### src/rtl/leaf_stream_packetizer_pkg.sv
// Shared definitions for the leaf stream packetizer: BFT packet field
// geometry, credit arithmetic width and the FSM state encoding.
package leaf_stream_packetizer_pkg;

  localparam int PACKET_W    = 49;
  localparam int PAYLOAD_W   = 32;
  localparam int LEAF_W      = 5;
  localparam int PORT_W      = 4;
  localparam int ADDR_W      = 7;
  localparam int CREDIT_W    = 9;
  localparam int CREDIT_CNTW = 8;

  localparam int VALID_BIT   = 48;
  localparam int LEAF_LSB    = 43;
  localparam int PORT_LSB    = 39;
  localparam int ADDR_LSB    = 32;
  localparam int PAYLOAD_LSB = 0;

  typedef enum logic [0:0] {
    IDLE = 1'b0,
    RUN  = 1'b1
  } state_e;

endpackage

### src/rtl/leaf_stream_packetizer_credit_counter.sv
// Tracks the credits available at the destination buffer: one credit is
// consumed per accepted word, returned credits are added and capped.
module credit_counter
  import leaf_stream_packetizer_pkg::*;
#(
  parameter int CREDIT_INIT = 128
) (
  input  logic                   clk,
  input  logic                   reset,
  input  logic                   dec,
  input  logic                   inc_vld,
  input  logic [CREDIT_CNTW-1:0] inc_cnt,
  output logic [CREDIT_W-1:0]    credits
);

  localparam logic [CREDIT_W-1:0] CREDIT_CAP = CREDIT_W'(CREDIT_INIT);

  logic [CREDIT_W-1:0] credits_q;
  logic [CREDIT_W-1:0] credits_d;
  logic [CREDIT_W-1:0] sum;

  // Consume and return are merged into one 9-bit sum before saturating,
  // so a simultaneous accept and return both count.
  always_comb begin
    sum       = credits_q - CREDIT_W'(dec) + CREDIT_W'(inc_cnt);
    credits_d = credits_q - CREDIT_W'(dec);
    if (inc_vld) begin
      credits_d = (sum > CREDIT_CAP) ? CREDIT_CAP : sum;
    end
  end

  always_ff @(posedge clk or posedge reset) begin
    if (reset) begin
      credits_q <= CREDIT_CAP;
    end else begin
      credits_q <= credits_d;
    end
  end

  assign credits = credits_q;

endmodule

### src/rtl/leaf_stream_packetizer.sv
// Wraps user data words into BFT packets for a fixed destination leaf/port,
// with credit-based flow control and a resend hold on the output register.
module leaf_stream_packetizer
  import leaf_stream_packetizer_pkg::*;
#(
  parameter int PACKET_BITS   = PACKET_W,
  parameter int PAYLOAD_BITS  = PAYLOAD_W,
  parameter int NUM_LEAF_BITS = LEAF_W,
  parameter int NUM_PORT_BITS = PORT_W,
  parameter int NUM_ADDR_BITS = ADDR_W,
  parameter int DEST_LEAF     = 0,
  parameter int DEST_PORT     = 0,
  parameter int CREDIT_INIT   = 128
) (
  input  logic                    clk,
  input  logic                    reset,
  input  logic                    ap_start,
  input  logic [PAYLOAD_BITS-1:0] din_leaf_user2interface,
  input  logic                    vld_user2interface,
  output logic                    ack_interface2user,
  input  logic                    credit_vld,
  input  logic [7:0]              credit_cnt,
  input  logic                    resend,
  output logic [PACKET_BITS-1:0]  dout_leaf_interface2bft,
  output logic [31:0]             pkt_count
);

  localparam logic [NUM_LEAF_BITS-1:0] LEAF_FIELD = NUM_LEAF_BITS'(DEST_LEAF);
  localparam logic [NUM_PORT_BITS-1:0] PORT_FIELD = NUM_PORT_BITS'(DEST_PORT);

  state_e                   state_q;
  state_e                   state_d;
  logic [PACKET_BITS-1:0]   dout_q;
  logic [PACKET_BITS-1:0]   dout_d;
  logic [NUM_ADDR_BITS-1:0] addr_q;
  logic [NUM_ADDR_BITS-1:0] addr_d;
  logic [31:0]              cnt_q;
  logic [31:0]              cnt_d;
  logic [PACKET_BITS-1:0]   packet;
  logic [CREDIT_W-1:0]      credits;
  logic                     accept;

  credit_counter #(
    .CREDIT_INIT(CREDIT_INIT)
  ) u_credit_counter (
    .clk    (clk),
    .reset  (reset),
    .dec    (accept),
    .inc_vld(credit_vld),
    .inc_cnt(credit_cnt),
    .credits(credits)
  );

  assign ack_interface2user = (state_q == RUN) && (credits != '0) && !resend;
  assign accept             = vld_user2interface && ack_interface2user;

  // Resend freezes the output register; otherwise it carries the freshly
  // formed packet on accept and idles at zero.
  always_comb begin
    packet                                   = '0;
    packet[VALID_BIT]                        = 1'b1;
    packet[LEAF_LSB +: NUM_LEAF_BITS]        = LEAF_FIELD;
    packet[PORT_LSB +: NUM_PORT_BITS]        = PORT_FIELD;
    packet[ADDR_LSB +: NUM_ADDR_BITS]        = addr_q;
    packet[PAYLOAD_LSB +: PAYLOAD_BITS]      = din_leaf_user2interface;

    state_d = ap_start ? RUN : IDLE;
    addr_d  = accept ? addr_q + NUM_ADDR_BITS'(1) : addr_q;
    cnt_d   = accept ? cnt_q + 32'd1 : cnt_q;
    if (resend) begin
      dout_d = dout_q;
    end else if (accept) begin
      dout_d = packet;
    end else begin
      dout_d = '0;
    end
  end

  always_ff @(posedge clk or posedge reset) begin
    if (reset) begin
      state_q <= IDLE;
      dout_q  <= '0;
      addr_q  <= '0;
      cnt_q   <= '0;
    end else begin
      state_q <= state_d;
      dout_q  <= dout_d;
      addr_q  <= addr_d;
      cnt_q   <= cnt_d;
    end
  end

  assign dout_leaf_interface2bft = dout_q;
  assign pkt_count               = cnt_q;

endmodule

### config.mk
export PLATFORM = sky130hd
export DESIGN_NAME = leaf_stream_packetizer
export DESIGN_NICKNAME = d
export VERILOG_FILES = /design/src/rtl/leaf_stream_packetizer_pkg.sv /design/src/rtl/leaf_stream_packetizer_credit_counter.sv /design/src/rtl/leaf_stream_packetizer.sv
export SDC_FILE = /design/constraint.sdc
export NUM_CORES = 1
export LEC_CHECK = 0
export ABC_AREA = 1
export BUFFER_PORTS_ARGS = -buffer_cell sky130_fd_sc_hd__buf_4
export CAP_MARGIN = 20
export CORE_ASPECT_RATIO = 0.7
export CORE_MARGIN = 2
export CORE_UTILIZATION = 53
export CTS_CLUSTER_DIAMETER = 80
export DETAILED_ROUTE_END_ITERATION = 8
export PLACE_DENSITY = 0.89
export SYNTH_ARGS = -nofsm -noshare
export SYNTH_HDL_FRONTEND = slang
export SYNTH_SLANG_ARGS = --single-unit
export TNS_END_PERCENT = 20
### constraint.sdc
create_clock -name clk -period 4.5 [get_ports clk]
set_clock_uncertainty 0.15 [all_clocks]
set_input_delay 0.225 -clock clk [delete_from_list [all_inputs] [get_ports clk]]
set_output_delay 0.225 -clock clk [all_outputs]
set_load 0.02 [all_outputs]
==> flow_metrics.py <==
metrics = {
    "worst_setup_path": {
        "crit_required_ns": 4.58,
        "crit_path_max_fanout": 7,
        "critPathArrivalTime_ns": 3.55,
        "critPathSlowestCell": "dfstp_2",
        "max_stage_delay_ns": 0.54,
        "critPathTopFamily": "simple AND/OR/NAND/NOR gates",
        "critPathMostFrequentCell": "nand2_1",
        "critPathCaptureType": "flop",
        "startpoint_type": "flop",
        "path_buf_inv": 3,
        "critical_path_class": "reg2reg",
        "path_cells": "inv_1 > nand2_1 > nor2_1 > nand4_1 > nand2_1 > nor2_4 > ha_1 > nand2_1 > nor2_1 > nand3b_1 > nor3_1 > xor2_1 > ha_1 > nand2_1 > nor2_1 > nand2_1 > nand3_1 > inv_1 > nand2_1 > nand2_1 > inv_1 > nand3_1 > nand2_1",
    },
    "power_and_ir_drop": {
        "p_seq_share_pct": 36.8,
        "power.density_mw_per_mm2": 451,
        "power_leakage_uw": 0.00339,
        "clock_power_share_pct": 28.5,
        "p_int_uw": 1840,
        "p_switching_uw": 1070,
        "power.switching_fraction_pct": 36.9,
        "finalPower_uw": 2910,
        "pwr-share-comb_pct": 34.7,
        "ir_drop_mv": 0.221,
    },
    "timing": {
        "max_freq_mhz": 288,
        "fin_crit_sh_pct": 77.1,
        "final-hold-violation-count": 0,
        "min_period_ns": 3.47,
        "slew_headroom_pct": 52.5,
        "fin_setup_tns_ns": 0,
        "tightest_slew_ns": 0.713,
        "setup_viol": 0,
        "drv_slew": 0,
        "rsz0062_at_grt": "no",
    },
    "global_route": {
        "grt_use_met2_pct": 46.7,
        "grt_start_max_net_pins": 72,
        "overflow": 0,
        "met3_usage_pct": 5.53,
        "grt_pass1_vias": 4484,
        "grt_first_pass_wirelength_um": 21800,
        "track_usage_pct": 27.3,
        "antenna_found_initial": 0,
        "grt_use_met1_pct": 34.4,
        "busiest_layer": "met2",
    },
    "drt": {
        "drc_errors": 0,
        "vias": 4499,
        "initialDrtViolationCount": 432,
        "routed_wl_um": 13000,
        "wl_per_cell_um": 15.2,
        "dr.pass1.iters": 6,
        "ant_nets": 0,
        "routed_via_density": 5.26,
    },
    "clock_tree": {
        "cts-root-buf": "clkbuf_16",
        "clk_pin_slew_ns": 0.07,
        "cts_tree": "yes",
        "htreeDepth": 3,
        "hold_buffers": 35,
        "post_cts_buffers": 0,
        "clk_latency_ns": 0.34,
        "cts_resized": 0,
        "clockBufferDepth": 2,
        "cts_buffers": 9,
        "cts_sinks": 89,
    },
    "final_layout": {
        "antenna_cells": 0,
        "drive_above_1_share_pct": 21.3,
        "fin_area_mm2": 0.00645,
        "fillCellCount": 687,
        "fin_util_pct": 72.0,
        "fin_nets": 785,
        "syn2layout_area_growth_pct": 33.4,
    },
    "floorplanning": {
        "num_io_pins": 128,
        "dieArea_mm2": 0.00991,
        "die_w_um": 118,
        "rows": 29,
        "die_y_um": 83.9,
        "core_mm2": 0.00896,
        "start_util_pct": 53.9,
    },
    "synthesis": {
        "synth_seq_cells": 89,
        "synth_cells": 579,
        "yosysSeqAreaShare_pct": 46.1,
        "synth-simple-area-share_pct": 25.6,
        "synth_top_family_by_area": "simple AND/OR/NAND/NOR gates",
        "ys_types": 35,
        "avgSynthCellArea_um2": 8.35,
        "muxShareOfSynthArea_pct": 0,
        "synth_xor_area_share_pct": 6.70,
        "synth_compound_area_share_pct": 9.39,
        "synth_fa_ha_area_share_pct": 3.52,
        "synth_area_mm2": 0.00483,
        "ys_warn_count": 0,
    },
    "placement": {
        "dp_hpwl_um": 8850,
        "io_buffers": 118,
        "globalplace.congestion": 0.908,
        "dpl_cell_area_mm2": 0.00577,
    },
    "min_path": {
        "min_path_type": "in2reg",
    },
    "status": {
        "status": "complete, no violations",
    },
    "flow_run": {
        "drv_cap": 0,
    },
}
[state kept, by name, indices dropped and copies added (netlist names)]
| register | flops |
|---|---|
| dout_leaf_interface2bft | 40 |
| pkt_count | 32 |
| u_credit_counter.credits | 9 |
| addr_q | 7 |
| state_q | 1 |
[kinds of logic after synthesis]
| kind of cell | after synthesis |
|---|---|
| XOR/XNOR | 37 |
| buffers and inverters | 96 |
| AND/OR/NAND/NOR | 280 |
| AO/OA/AOI/OAI | 63 |
| other | 1 |
| flip-flops | 89 |
| adder cells (fa/ha/maj) | 13 |
[cells in the mapped netlist, drive strengths merged]
| master | count | share of area (%) |
|---|---|---|
| ha | 12 | 3.1 |
| nand2 | 161 | 13 |
| dfrtp | 88 | 46 |
| nand3b | 5 | 0.78 |
| o21ai | 18 | 1.9 |
| xnor2 | 6 | 1.1 |
| nor3 | 20 | 2.7 |
| o21a | 1 | 0.16 |
| fa | 1 | 0.41 |
| inv | 69 | 5.4 |
| xor2 | 31 | 5.6 |
| nor2 | 49 | 4.4 |
| nor4 | 2 | 0.26 |
| a21oi | 8 | 0.83 |
| nand3 | 32 | 3.4 |
| a21o | 1 | 0.16 |
| conb | 1 | 0.078 |
| and2 | 1 | 0.18 |
| a22o | 34 | 6.2 |
| buf | 19 | 2.6 |
| a21boi | 1 | 0.16 |
| nand4 | 9 | 1.2 |
| dfstp | 1 | 0.54 |
| or2 | 1 | 0.13 |
| clkbuf | 8 | 0.62 |
[area by class of cell]
type                       instances  area, µm²  area share, %
multi-input combinational        402       2220           34.4
tap                              124        155           2.41
clock inverter                     7        108           1.67
sequential                        89       2230           34.6
timing repair buffer             155       1250           19.4
clock buffer                       9        225           3.49
inverter                          69        260           4.04
[metal layers]
metal,share of wire (%),vias up
met1,41,2128
met5,0,-
li1,-,2142
met3,5.6,47
met4,2.9,0
met2,50,182
[power by group through the flow]
stage | clock network [µW] | logic (µW) | registers (µW)
after floorplan | 0 | 581 | 1150
after global placement | 0 | 941 | 1070
after detailed placement | 0 | 973 | 1080
after CTS | 837 | 1000 | 1070
after global routing | 880 | 1130 | 1090
final | 829 | 1010 | 1070
[placed cells by master (no fill, tap or decap), drive strengths merged]
cell type      n
a21boi         1
a21o           1
a21oi          8
a22o          34
and2           1
buf          120
bufinv         2
clkbuf         9
clkinv         1
clkinvlp       1
conb           9
dfrtp         88
dfstp          1
dlygate4sd3   35
fa             1
ha            12
inv           72
nand2        161
nand3         32
nand3b         5
nand4          9
nor2          49
nor3          20
nor4           2
o21a           1
o21ai         18
or2            1
xnor2          6
xor2          31
[tightest hold or removal path, cell delays in order]
cell     delay, ns
buf_4         0.25
nand2_1       0.10
nand2_1       0.06
[final timing paths]
check | from | slack (ns) | cells after the start | endpoint
worst min register to register | dout_leaf_interface2bft[33] | 0.36 | 1 | dout_leaf_interface2bft[33]
max in group asynchronous | reset | 2.77 | 4 | pkt_count[9]
worst min-delay path | resend | 0.20 | 3 | dout_leaf_interface2bft[48]
min in group asynchronous | reset | 0.34 | 3 | dout_leaf_interface2bft[3]
worst max-delay path | u_credit_counter.credits[7] | 1.03 | 23 | u_credit_counter.credits[4]
worst max register to register | u_credit_counter.credits[7] | 1.03 | 23 | u_credit_counter.credits[4]
[metrics by stage]
stage / cells / setup slack, ns / hold WS [ns]
floorplan: 587 / 1.31 / 0.106
global placement: 804 / 1.20 / 0.150
detailed placement: 804 / 1.06 / 0.153
CTS: 855 / 1.04 / 0.190
global route: 855 / 0.678 / 0.228
finish: 855 / 1.03 / 0.202
(Power assumes the default switching activity.)
